**config.mk**
```make
export PLATFORM = sky130hd
export DESIGN_NAME = jk_drive_seq
export DESIGN_NICKNAME = d
export VERILOG_FILES = /design/src/rtl/jk_pkg.sv /design/src/rtl/jk_excite.sv /design/src/rtl/jk_drive_seq.sv
export SDC_FILE = /design/constraint.sdc
export NUM_CORES = 1
export LEC_CHECK = 0
export ABC_AREA = 1
export BUFFER_PORTS_ARGS = -buffer_cell sky130_fd_sc_hd__buf_4
export CAP_MARGIN = 20
export CELL_PAD_IN_SITES_DETAIL_PLACEMENT = 1
export CELL_PAD_IN_SITES_GLOBAL_PLACEMENT = 1
export CORE_MARGIN = 2
export CORE_UTILIZATION = 37
export CTS_BUF_LIST = sky130_fd_sc_hd__clkbuf_4 sky130_fd_sc_hd__clkbuf_8 sky130_fd_sc_hd__clkbuf_16
export DETAILED_ROUTE_END_ITERATION = 8
export PLACE_DENSITY_LB_ADDON = 0.1
export SYNTH_ARGS = -nofsm -noshare
export SYNTH_HDL_FRONTEND = slang
export SYNTH_SLANG_ARGS = --single-unit
```
**constraint.sdc**
```tcl
create_clock -name clk -period 1.6 [get_ports clk]
set_input_delay 0.24 -clock clk [delete_from_list [all_inputs] [get_ports clk]]
set_output_delay 0.24 -clock clk [all_outputs]
set_load 0.02 [all_outputs]
```
**src/rtl/jk_pkg.sv**
```systemverilog
// Shared types, JK excitation codes and the per-bit excitation function for the JK bank driver.
// Defining JK_TOGGLE_EN resolves excitation don't-cares to 1, so state changes are made by toggling.
package jk_pkg;

    typedef enum logic [1:0] {
        IDLE  = 2'd0,
        DRIVE = 2'd1,
        CHECK = 2'd2
    } state_t;

    // Codes are packed as {j,k}.
    localparam logic [1:0] JK_HOLD   = 2'b00;
    localparam logic [1:0] JK_RESET  = 2'b01;
    localparam logic [1:0] JK_SET    = 2'b10;
    localparam logic [1:0] JK_TOGGLE = 2'b11;

    // Returns the {j,k} pair that moves one flop from q to q_next in a single edge.
    function automatic logic [1:0] excite_bit(input logic q, input logic q_next);
        logic [1:0] jk;
`ifdef JK_TOGGLE_EN
        case ({q, q_next})
            2'b00:   jk = JK_RESET;
            2'b01:   jk = JK_TOGGLE;
            2'b10:   jk = JK_TOGGLE;
            default: jk = JK_SET;
        endcase
`else
        case ({q, q_next})
            2'b00:   jk = JK_HOLD;
            2'b01:   jk = JK_SET;
            2'b10:   jk = JK_RESET;
            default: jk = JK_HOLD;
        endcase
`endif
        return jk;
    endfunction

endpackage

```
**src/rtl/jk_excite.sv**
```systemverilog
// Combinational WIDTH-wide J/K excitation: current bank state x desired state -> j, k.
// The per-bit table (and its JK_TOGGLE_EN variant) lives in jk_pkg::excite_bit.
module jk_excite
    import jk_pkg::*;
#(
    parameter int WIDTH = 4
) (
    input  logic [WIDTH-1:0] q,
    input  logic [WIDTH-1:0] tgt,
    output logic [WIDTH-1:0] j,
    output logic [WIDTH-1:0] k
);

    genvar gi;
    generate
        for (gi = 0; gi < WIDTH; gi++) begin : g_bit
            assign {j[gi], k[gi]} = excite_bit(q[gi], tgt[gi]);
        end
    endgenerate

endmodule

```
**src/rtl/jk_drive_seq.sv**
```systemverilog
// Drives a bank of JK flops to a requested word, verifies Q feedback, retries, and flags done/err.
// Excitation style is selected by JK_TOGGLE_EN (see jk_pkg); the default build never toggles.
module jk_drive_seq
    import jk_pkg::*;
#(
    parameter int WIDTH     = 4,
    parameter int MAX_RETRY = 2,
    parameter int ERR_CNT_W = 8
) (
    input  logic                 clk,
    input  logic                 rst,
    input  logic                 tgt_valid,
    output logic                 tgt_ready,
    input  logic [WIDTH-1:0]     tgt_data,
    input  logic [WIDTH-1:0]     q_fb,
    output logic [WIDTH-1:0]     j,
    output logic [WIDTH-1:0]     k,
    output logic                 done,
    output logic                 err,
    output logic [ERR_CNT_W-1:0] err_cnt
);

    localparam logic [3:0] RETRY_LIMIT = 4'(MAX_RETRY);

    state_t                 state_reg, state_next;
    logic [WIDTH-1:0]       j_reg, j_next;
    logic [WIDTH-1:0]       k_reg, k_next;
    logic                   done_reg, done_next;
    logic                   err_reg, err_next;
    logic [ERR_CNT_W-1:0]   err_cnt_reg, err_cnt_next;
    logic [3:0]             retry_reg, retry_next;
    logic [WIDTH-1:0]       tgt_reg, tgt_next;

    logic [WIDTH-1:0]       exc_tgt;
    logic [WIDTH-1:0]       exc_j;
    logic [WIDTH-1:0]       exc_k;

    // One excitation instance serves both the first drive (fresh tgt_data) and retries (latched target).
    assign exc_tgt = (state_reg == IDLE) ? tgt_data : tgt_reg;

    jk_excite #(.WIDTH(WIDTH)) u_excite (
        .q   (q_fb),
        .tgt (exc_tgt),
        .j   (exc_j),
        .k   (exc_k)
    );

    assign tgt_ready = (state_reg == IDLE) && !rst;
    assign j         = j_reg;
    assign k         = k_reg;
    assign done      = done_reg;
    assign err       = err_reg;
    assign err_cnt   = err_cnt_reg;

    always_ff @(posedge clk) begin
        if (rst) begin
            state_reg   <= IDLE;
            j_reg       <= '0;
            k_reg       <= '0;
            done_reg    <= 1'b0;
            err_reg     <= 1'b0;
            err_cnt_reg <= '0;
            retry_reg   <= '0;
            tgt_reg     <= '0;
        end else begin
            state_reg   <= state_next;
            j_reg       <= j_next;
            k_reg       <= k_next;
            done_reg    <= done_next;
            err_reg     <= err_next;
            err_cnt_reg <= err_cnt_next;
            retry_reg   <= retry_next;
            tgt_reg     <= tgt_next;
        end
    end

    always_comb begin
        state_next   = state_reg;
        j_next       = '0;
        k_next       = '0;
        done_next    = 1'b0;
        err_next     = 1'b0;
        err_cnt_next = err_cnt_reg;
        retry_next   = retry_reg;
        tgt_next     = tgt_reg;

        case (state_reg)
            IDLE: begin
                if (tgt_valid) begin
                    tgt_next   = tgt_data;
                    j_next     = exc_j;
                    k_next     = exc_k;
                    state_next = DRIVE;
                end
            end
            // j/k return to hold so the bank is stable while we inspect it in CHECK.
            DRIVE: begin
                state_next = CHECK;
            end
            CHECK: begin
                if (q_fb == tgt_reg) begin
                    done_next  = 1'b1;
                    retry_next = '0;
                    state_next = IDLE;
                end else if (retry_reg < RETRY_LIMIT) begin
                    retry_next = retry_reg + 4'd1;
                    j_next     = exc_j;
                    k_next     = exc_k;
                    state_next = DRIVE;
                end else begin
                    err_next = 1'b1;
                    if (err_cnt_reg != '1) begin
                        err_cnt_next = err_cnt_reg + 1'b1;
                    end
                    retry_next = '0;
                    state_next = IDLE;
                end
            end
            default: begin
                state_next = IDLE;
            end
        endcase
    end

endmodule

```
==> results of run 1 <==
## area by class of cell
cell class	instances	area share (%)
Multi-Input combinational cell	129	40.0
Inverter	21	4.82
Tap cell	46	3.52
Clock buffer	4	2.22
Sequential cell	28	34.3
Timing Repair Buffer	33	15.1
## cells in the final DEF (no fill, tap or decap), types with 2 or more instances in the layout
cell type	Yosys	routed
inv_1	18	18
nand4_1	10	10
nand3_1	7	7
dfxtp_1	28	27
o21ai_0	10	10
buf_4	1	33
nor2_1	20	20
nand2_1	48	48
nand3b_1	6	6
ha_1	2	2
nand2_2	2	2
inv_2	3	3
nor2_4	2	2
clkbuf_4	0	3
a21oi_1	14	14
## layer usage
metal / track usage [%] / part of all wire, %
met1: 20.9 / 45
met2: 32.8 / 51
met3: 3.57 / 3.2
met4: 5.16 / 0.68
met5: 0 / 0
## worst max-delay path: cells and delay by family, from the launching register on
family / cells / cell delay [ps]
fa+ha+maj: 1 / 200
simple gates: 4 / 520
flops: 1 / 410
compound gates: 2 / 260
## cells by family (layout without fill, tap and decap cells)
kind of cell / after synthesis / in the layout / share of synthesized area (%)
adders and majority gates: 2 / 2 / 1.92
buffers and inverters: 24 / 58 / 7.22
and+or+nand+nor: 99 / 99 / 36.0
xor gates and xnor gates: 1 / 1 / 0.674
AOI/OAI and AO/OA: 26 / 27 / 11.1
DFF: 28 / 28 / 43.1
## power by group through the flow
| stage | Sequential [mW] | Clock [mW] | Combinational [mW] |
|---|---|---|---|
| 3_5_place_dp | 0.747 | 0 | 0.192 |
| 5_1_grt | 0.734 | 0.395 | 0.220 |
| 6_report | 0.732 | 0.345 | 0.194 |
| 2_1_floorplan | 0.754 | 0 | 0.109 |
| 3_3_place_gp | 0.746 | 0 | 0.183 |
| 4_1_cts | 0.732 | 0.359 | 0.192 |
## repair_timing
item / 4_1_cts / 5_1_grt
endpoints found under the hold margin: 0 / 0
setup buffers: 0 / 1
endpoints found under the setup margin: 0 / 9
gates resized for setup: 0 / 1
## per-stage QoR
| step | total power [mW] | worst slack, ps |
|---|---|---|
| after global routing | 1.35 | 1.24 |
| after floorplan | 0.863 | 170 |
| final | 1.27 | 154 |
| after detailed placement | 0.939 | 106 |
| after global placement | 0.929 | 171 |
| after CTS | 1.28 | 73.9 |
## final timing paths
kind,start,endpoint,slack [ps],cells after the start
setup reg to reg,err_cnt[1],err_cnt[7],150,7
setup / recovery,err_cnt[1],err_cnt[7],150,7
hold / removal,q_fb[2],k[2],160,3
hold reg to reg,retry_reg[3],retry_reg[3],460,2
==> results.json, run 1 <==
{
  "fp.dieH_um": 63.3,
  "grt_usage_pct": 17.9,
  "required_ps": 1870,
  "slew_headroom_pct": 78.7,
  "multi_input_area_um2": 654,
  "max_freq_mhz": 692,
  "core_um2": 3360,
  "whs_ps": 163,
  "root_buffer": "clkbuf_4",
  "seqPwrFrac_pct": 57.6,
  "fin_crit_sh_pct": 90.3,
  "rsz0062_at_grt": "false",
  "dp_hpwl_um": 2480,
  "combPwrFrac_pct": 15.3,
  "crit_fanout": 8,
  "clk_path_buf_depth": 2,
  "ir_drop_mv": 0.367,
  "drt_iter0_markers": 45,
  "holdCritPathClass": "input pin to register",
  "synthTopCellsByArea": "dfxtp_1 43%, nand2_1 14%, nor2_1 5.8%",
  "yosysSeqAreaShare_pct": 43.1,
  "syn_to_final_growth_pct": 25.9,
  "regArea_um2": 562,
  "setup_tns_ps": 0,
  "crit_top_cell": "nand2_1",
  "worstPathCellList": "ha_1, nand2_1, nor2_2, a21oi_4, nand3_4, nand2_1, a21oi_1",
  "drc": 0,
  "grt_max_degree": 17,
  "drt-total-wl_um": 3210,
  "ys_ff_latch": 28,
  "fin_cells": 261,
  "synth_flop_cell": "dfxtp_1",
  "worst_setup_path_start_kind": "register",
  "synthArstFlopShare_pct": 0,
  "syn-num-nets": 193,
  "yosysWarnings": 0,
  "gp_congestion": 0.789,
  "clk_latency_ps": 320,
  "ctsHoldBuffers": 0,
  "finalHoldViolCount": 0,
  "cts_tree": "done",
  "fillers": 463,
  "viasPerCell": 4.98,
  "final_area_um2": 1640,
  "swShare_pct": 26.5,
  "yosysMostFrequentCell": "nand2_1",
  "syn_inst": 180,
  "antenna_found_initial": 0,
  "maxCapViolCount": 0,
  "clock_skew_ps": 2.08,
  "cts.clk_slew.worst_paths_ps": 150,
  "largest_reg_flops": 8,
  "p_clk_share_pct": 27.1,
  "grt_first_pass_wirelength_um": 5840,
  "synth_top_area_share_pct": 43.1,
  "drive_gt1_share_pct": 22.8,
  "crit_path_end_kind": "register",
  "worstPathArrival_ps": 1710,
  "worst_slew_pin_slew_ps": 318,
  "ant_nets": 0,
  "dr.pass1.iters": 4,
  "synth_area_um2": 1300,
  "placedCellCount": 255,
  "finalMaxSlewViolations": 0,
  "synth_edf_count": 0,
  "port_buffers": 29,
  "htreeDepth": 1,
  "worst_path_max_delay_cell": "dfxtp_1",
  "layout.nets": 229,
  "fp.dieW_um": 63.3,
  "die-area_um2": 4000,
  "synth_top_cells_by_count": "48 x nand2_1, 28 x dfxtp_1, 20 x nor2_1",
  "period_needed_ps": 1450,
  "internal_power_uw": 934,
  "rows": 21,
  "cellPowerDensity_nw_per_um2": 776,
  "cts_buffers": 3,
  "yosysUniqueCellTypes": 22,
  "finalSetupViolations": 0,
  "outcome": "finished clean",
  "grt_pass1_vias": 1338,
  "slowest_delay_ps": 410,
  "post_drt_wl_per_cell_um": 12.3,
  "io_pins": 30,
  "antenna_cells": 0,
  "gr-total-overflow": 0,
  "initial_core_util_pct": 38.7,
  "fin_util_pct": 48.7,
  "placed_area_um2": 1580,
  "synth_area_leader_cell": "dfxtp_1",
  "dr_total_vias": 1300,
  "cts_sinks": 28,
  "syn_avg_cell_area_um2": 7.22,
  "power_switching_uw": 336,
  "critPathKind": "register to register",
  "p_leak_nw": 0.731
}
Power figures use the tool's default switching activity.
==> inputs of run 2 (changes only) <==
--- a/config.mk
+++ b/config.mk
@@ -14,6 +14,7 @@
 export CORE_UTILIZATION = 37
 export CTS_BUF_LIST = sky130_fd_sc_hd__clkbuf_4 sky130_fd_sc_hd__clkbuf_8 sky130_fd_sc_hd__clkbuf_16
 export DETAILED_ROUTE_END_ITERATION = 8
+export MAX_ROUTING_LAYER = met4
 export PLACE_DENSITY_LB_ADDON = 0.1
 export SYNTH_ARGS = -nofsm -noshare
 export SYNTH_HDL_FRONTEND = slang
==> results.json, run 2 (synthesized netlist as in run 1, its figures left out) <==
{
  "initial_core_util_pct": 38.7,
  "cts_sinks": 28,
  "wl_met2_um": 1640,
  "io_pins": 30,
  "rr_startpoint": "err_cnt[1]",
  "grt_usage_pct": 18.4,
  "cts.clk_slew.worst_paths_ps": 150,
  "max_freq_mhz": 692,
  "post_drt_wl_per_cell_um": 12.3,
  "combPwrFrac_pct": 15.3,
  "fin_util_pct": 48.7,
  "dp_hpwl_um": 2480,
  "power_switching_uw": 336,
  "clk_latency_ps": 320,
  "swShare_pct": 26.5,
  "hp-start": "q_fb[2]",
  "ir_drop_mv": 0.367,
  "critPathKind": "register to register",
  "die-area_um2": 4000,
  "slew_headroom_pct": 78.7,
  "drc": 0,
  "cellPowerDensity_nw_per_um2": 776,
  "worst_slew_pin_slew_ps": 318,
  "p_leak_nw": 0.731,
  "core_um2": 3360,
  "grt_pass1_vias": 1338,
  "root_buffer": "clkbuf_4",
  "drt_iter0_markers": 45,
  "finalSetupViolations": 0,
  "layout.nets": 229,
  "grt_first_pass_wirelength_um": 5840,
  "port_buffers": 29,
  "drt-total-wl_um": 3210,
  "setup_tns_ps": 0,
  "maxCapViolCount": 0,
  "final_common_cell": "nand2_1",
  "clock_skew_ps": 2.01,
  "finalHoldViolCount": 0,
  "seqPwrFrac_pct": 57.6,
  "antenna_cells": 0,
  "wl_met1_um": 1450,
  "fin_crit_sh_pct": 90.3,
  "r2r_slack_ps": 150,
  "ant_nets": 0,
  "gr-total-overflow": 0,
  "rr_worst_depth": 7,
  "period_needed_ps": 1450,
  "drive_gt1_share_pct": 22.8,
  "htreeDepth": 1,
  "internal_power_uw": 934,
  "p_clk_share_pct": 27.1,
  "fp.dieW_um": 63.3,
  "worstPathArrival_ps": 1710,
  "syn_to_final_growth_pct": 25.9,
  "placed_area_um2": 1580,
  "dp_slack_ps": 106,
  "ctsHoldBuffers": 0,
  "crit_path_end_kind": "register",
  "r2r_end": "err_cnt[7]",
  "holdCritPathClass": "input pin to register",
  "clk_path_buf_depth": 2,
  "final_cell_mix": "48 x nand2_1, 33 x buf_4, 27 x dfxtp_1, 20 x nor2_1, 18 x inv_1",
  "crit_fanout": 8,
  "power_mw": 1.27,
  "rows": 21,
  "cts_buffers": 3,
  "placedCellCount": 255,
  "dr.pass1.iters": 4,
  "postLayoutSetupSlackWorst_ps": 154,
  "dr_total_vias": 1299,
  "fp.dieH_um": 63.3,
  "required_ps": 1870,
  "worst_setup_path_start_kind": "register",
  "gp_congestion": 0.800,
  "fin_cells": 261,
  "largest_reg_flops": 8,
  "outcome": "finished clean",
  "wl_met3_um": 96,
  "rsz0062_at_grt": "false",
  "grt_max_degree": 17,
  "cts_tree": "done",
  "viasPerCell": 4.98,
  "finalMaxSlewViolations": 0,
  "hold_end": "k[2]",
  "whs_ps": 163,
  "holdPathStages": 3,
  "final_area_um2": 1640,
  "top_layer_used": "met4",
  "antenna_found_initial": 0
}
-- run 2: cell counts in the layout (fill, tap and decap cells not counted) --
No cell type changed its count.
-- run 2: area by class of cell --
cell class                 instances  area [µm²]
tap                               46        57.6
fill                             463        1730
inverter                          21        78.8
timing repair buffer              33         248
clock buffer                       4        36.3
sequential                        28         562
multi-input combinational        129         654
-- run 2: timing repair --
action,in CTS,in global routing
gates resized for setup,0,1
setup buffers,0,1
endpoints found under the setup margin,0,9
-- run 2: metal layers --
metal / track usage, % / vias to the layer above
li1: - / 655
met1: 21.0 / 628
met2: 32.8 / 14
met3: 3.39 / 2
met4: 5.16 / 0
met5: - / -
-- run 2: worst max-delay path, cell delays in order (launching register included) --
cell and delay [ps]:
dfxtp_1 410, ha_1 200, nand2_1 100, nor2_2 210, a21oi_4 120, nand3_4 140, nand2_1 70, a21oi_1 140
-- run 2: how the worst max path moves through the flow --
stage / startpoint / endpoint / depth (start not counted)
global route: err_cnt[1] / err_cnt[6] / 7
finish: err_cnt[1] / err_cnt[7] / 7
global placement: err_cnt[0] / err_cnt[3] / 7
detailed placement: err_cnt[0] / err_cnt[2] / 7
CTS: err_cnt[0] / err_cnt[7] / 7
floorplan: err_cnt[0] / err_cnt[5] / 7
-- run 2: power groups by stage --
stage	combinational (mW)	clock, mW	sequential (mW)
after floorplan	0.109	0	0.754
after global placement	0.183	0	0.746
after detailed placement	0.192	0	0.747
after CTS	0.192	0.359	0.732
after global routing	0.220	0.395	0.734
final	0.194	0.345	0.732
==> inputs of run 3 (changes only) <==
==> constraint.sdc (replaced) <==
create_clock -name clk -period 1.5 [get_ports clk]
set_input_delay 0.225 -clock clk [delete_from_list [all_inputs] [get_ports clk]]
set_output_delay 0.225 -clock clk [all_outputs]
set_load 0.02 [all_outputs]
==> results.json, run 3 (synthesized netlist as in run 1, its figures left out) <==
{
  "crit_path_end_kind": "register",
  "ir_drop_mv": 0.431,
  "slowest_delay_ps": 340,
  "critPathKind": "register to register",
  "initial_core_util_pct": 38.7,
  "internal_power_mw": 1.12,
  "core_um2": 3360,
  "cts_tree": "done",
  "rr_worst_depth": 7,
  "grt_usage_pct": 18.8,
  "layout.nets": 232,
  "r2r_slack_ps": 60,
  "crit_fanout": 7,
  "cts_buffers": 3,
  "die-area_um2": 4000,
  "port_buffers": 29,
  "max_freq_mhz": 694,
  "swShare_pct": 25.4,
  "clock_skew_ps": 7.37,
  "worst_setup_path_start_kind": "register",
  "rows": 21,
  "placed_area_um2": 1600,
  "dr_total_vias": 1316,
  "dr.pass1.iters": 4,
  "post_drt_wl_per_cell_um": 13.2,
  "drc": 0,
  "cts.clk_slew.worst_paths_ps": 160,
  "largest_reg_flops": 8,
  "finalHoldViolCount": 0,
  "maxCapViolCount": 0,
  "p_clk_share_pct": 33.7,
  "final_area_um2": 1690,
  "final_common_cell": "nand2_1",
  "antenna_cells": 0,
  "worst_slew_pin_slew_ps": 279,
  "cellPowerDensity_nw_per_um2": 890,
  "power_switching_uw": 382,
  "ant_nets": 0,
  "fin_crit_sh_pct": 96.1,
  "holdCritPathClass": "input pin to register",
  "drt_iter0_markers": 41,
  "syn_to_final_growth_pct": 30.2,
  "worstPathArrival_ps": 1720,
  "critPathCapture": "err_cnt[2]",
  "period_needed_ps": 1440,
  "viasPerCell": 4.98,
  "worstPathCellList": "ha_1, nand2_2, nor2_2, a21oi_4, buf_4, nand4_1, a21oi_1",
  "antenna_found_initial": 0,
  "drt-total-wl_um": 3480,
  "gr-total-overflow": 0,
  "gp_congestion": 0.822,
  "dp_hpwl_um": 2560,
  "clk_path_buf_depth": 2,
  "grt_first_pass_wirelength_um": 5870,
  "crit_cells": 7,
  "root_buffer": "clkbuf_4",
  "required_ps": 1780,
  "outcome": "finished clean",
  "p_leak_nw": 0.760,
  "drive_gt1_share_pct": 27.1,
  "seqPwrFrac_pct": 51.9,
  "combPwrFrac_pct": 14.3,
  "grt_pass1_vias": 1300,
  "fp.dieH_um": 63.3,
  "cts_sinks": 28,
  "finalSetupViolations": 0,
  "ctsHoldBuffers": 0,
  "whs_ps": 132,
  "worst_path_max_delay_cell": "dfxtp_1",
  "crit_buf_inv": 1,
  "slew_headroom_pct": 81.3,
  "fp.dieW_um": 63.3,
  "grt_max_degree": 17,
  "rsz0062_at_grt": "true",
  "htreeDepth": 1,
  "io_pins": 30,
  "critPathLaunch": "err_cnt[0]",
  "final_cell_mix": "47 x nand2_1, 36 x buf_4, 24 x dfxtp_1, 18 x inv_1, 18 x nor2_1",
  "cpLargestDelayFamily": "compound AO/OA/AOI/OAI gates",
  "finalMaxSlewViolations": 0,
  "rr_startpoint": "err_cnt[0]",
  "r2r_end": "err_cnt[2]",
  "clk_latency_ps": 340
}
## run 3: through the flow
step           util (%)  TNS, ps  power, mW  instances  setup WS, ps
2_1_floorplan         -        0      0.920        180          69.8
4_1_cts            49.3        0       1.51        262          5.90
3_3_place_gp       47.5        0      0.991        257           121
5_1_grt            50.3    -22.1       1.59        264         -11.6
3_5_place_dp       47.5        0       1.00        257          41.2
6_report           50.3        0       1.51        264          58.8
## run 3: power by group through the flow
stage	sequential, mW	combinational (mW)	clock [mW]
2_1_floorplan	0.804	0.116	0
3_3_place_gp	0.795	0.196	0
3_5_place_dp	0.797	0.204	0
4_1_cts	0.781	0.209	0.522
5_1_grt	0.785	0.242	0.562
6_report	0.782	0.216	0.508
## run 3: how the worst min path moves through the flow
stage,startpoint,end,depth (start not counted)
2_1_floorplan,q_fb[0],k[0],2
3_3_place_gp,retry_reg[3],retry_reg[3],2
3_5_place_dp,retry_reg[3],retry_reg[3],2
4_1_cts,q_fb[2],k[2],3
5_1_grt,q_fb[2],k[2],3
6_report,q_fb[2],k[2],3
## run 3: layer usage
layer,wire [µm],vias to the layer above,global-route usage (%)
met1,1580,631,22.5
met2,1740,21,33.1
met5,0,-,-
met3,118,4,2.32
li1,-,660,-
met4,40,0,5.71
## run 3: cell type report
class / count / area (µm²)
clock inverter: 1 / 30.0
multi-input combinational: 128 / 657
tap: 46 / 57.6
clock buffer: 3 / 22.5
sequential: 28 / 566
fill: 455 / 1670
timing repair buffer: 37 / 282
inverter: 21 / 78.8
## run 3: timing repair
action / in CTS / in global routing
setup endpoints to repair: 1 / 9
setup buffers: 1 / 2
hold endpoints to repair: 0 / 0
cloned: 0 / 0
gates resized for setup: 0 / 9
pin swaps: 1 / 1
## run 3: tightest hold or removal path, delay by kind of cell
kind / cells / cell delay [ps]
buf+inv: 1 / 120
simple gates: 2 / 110
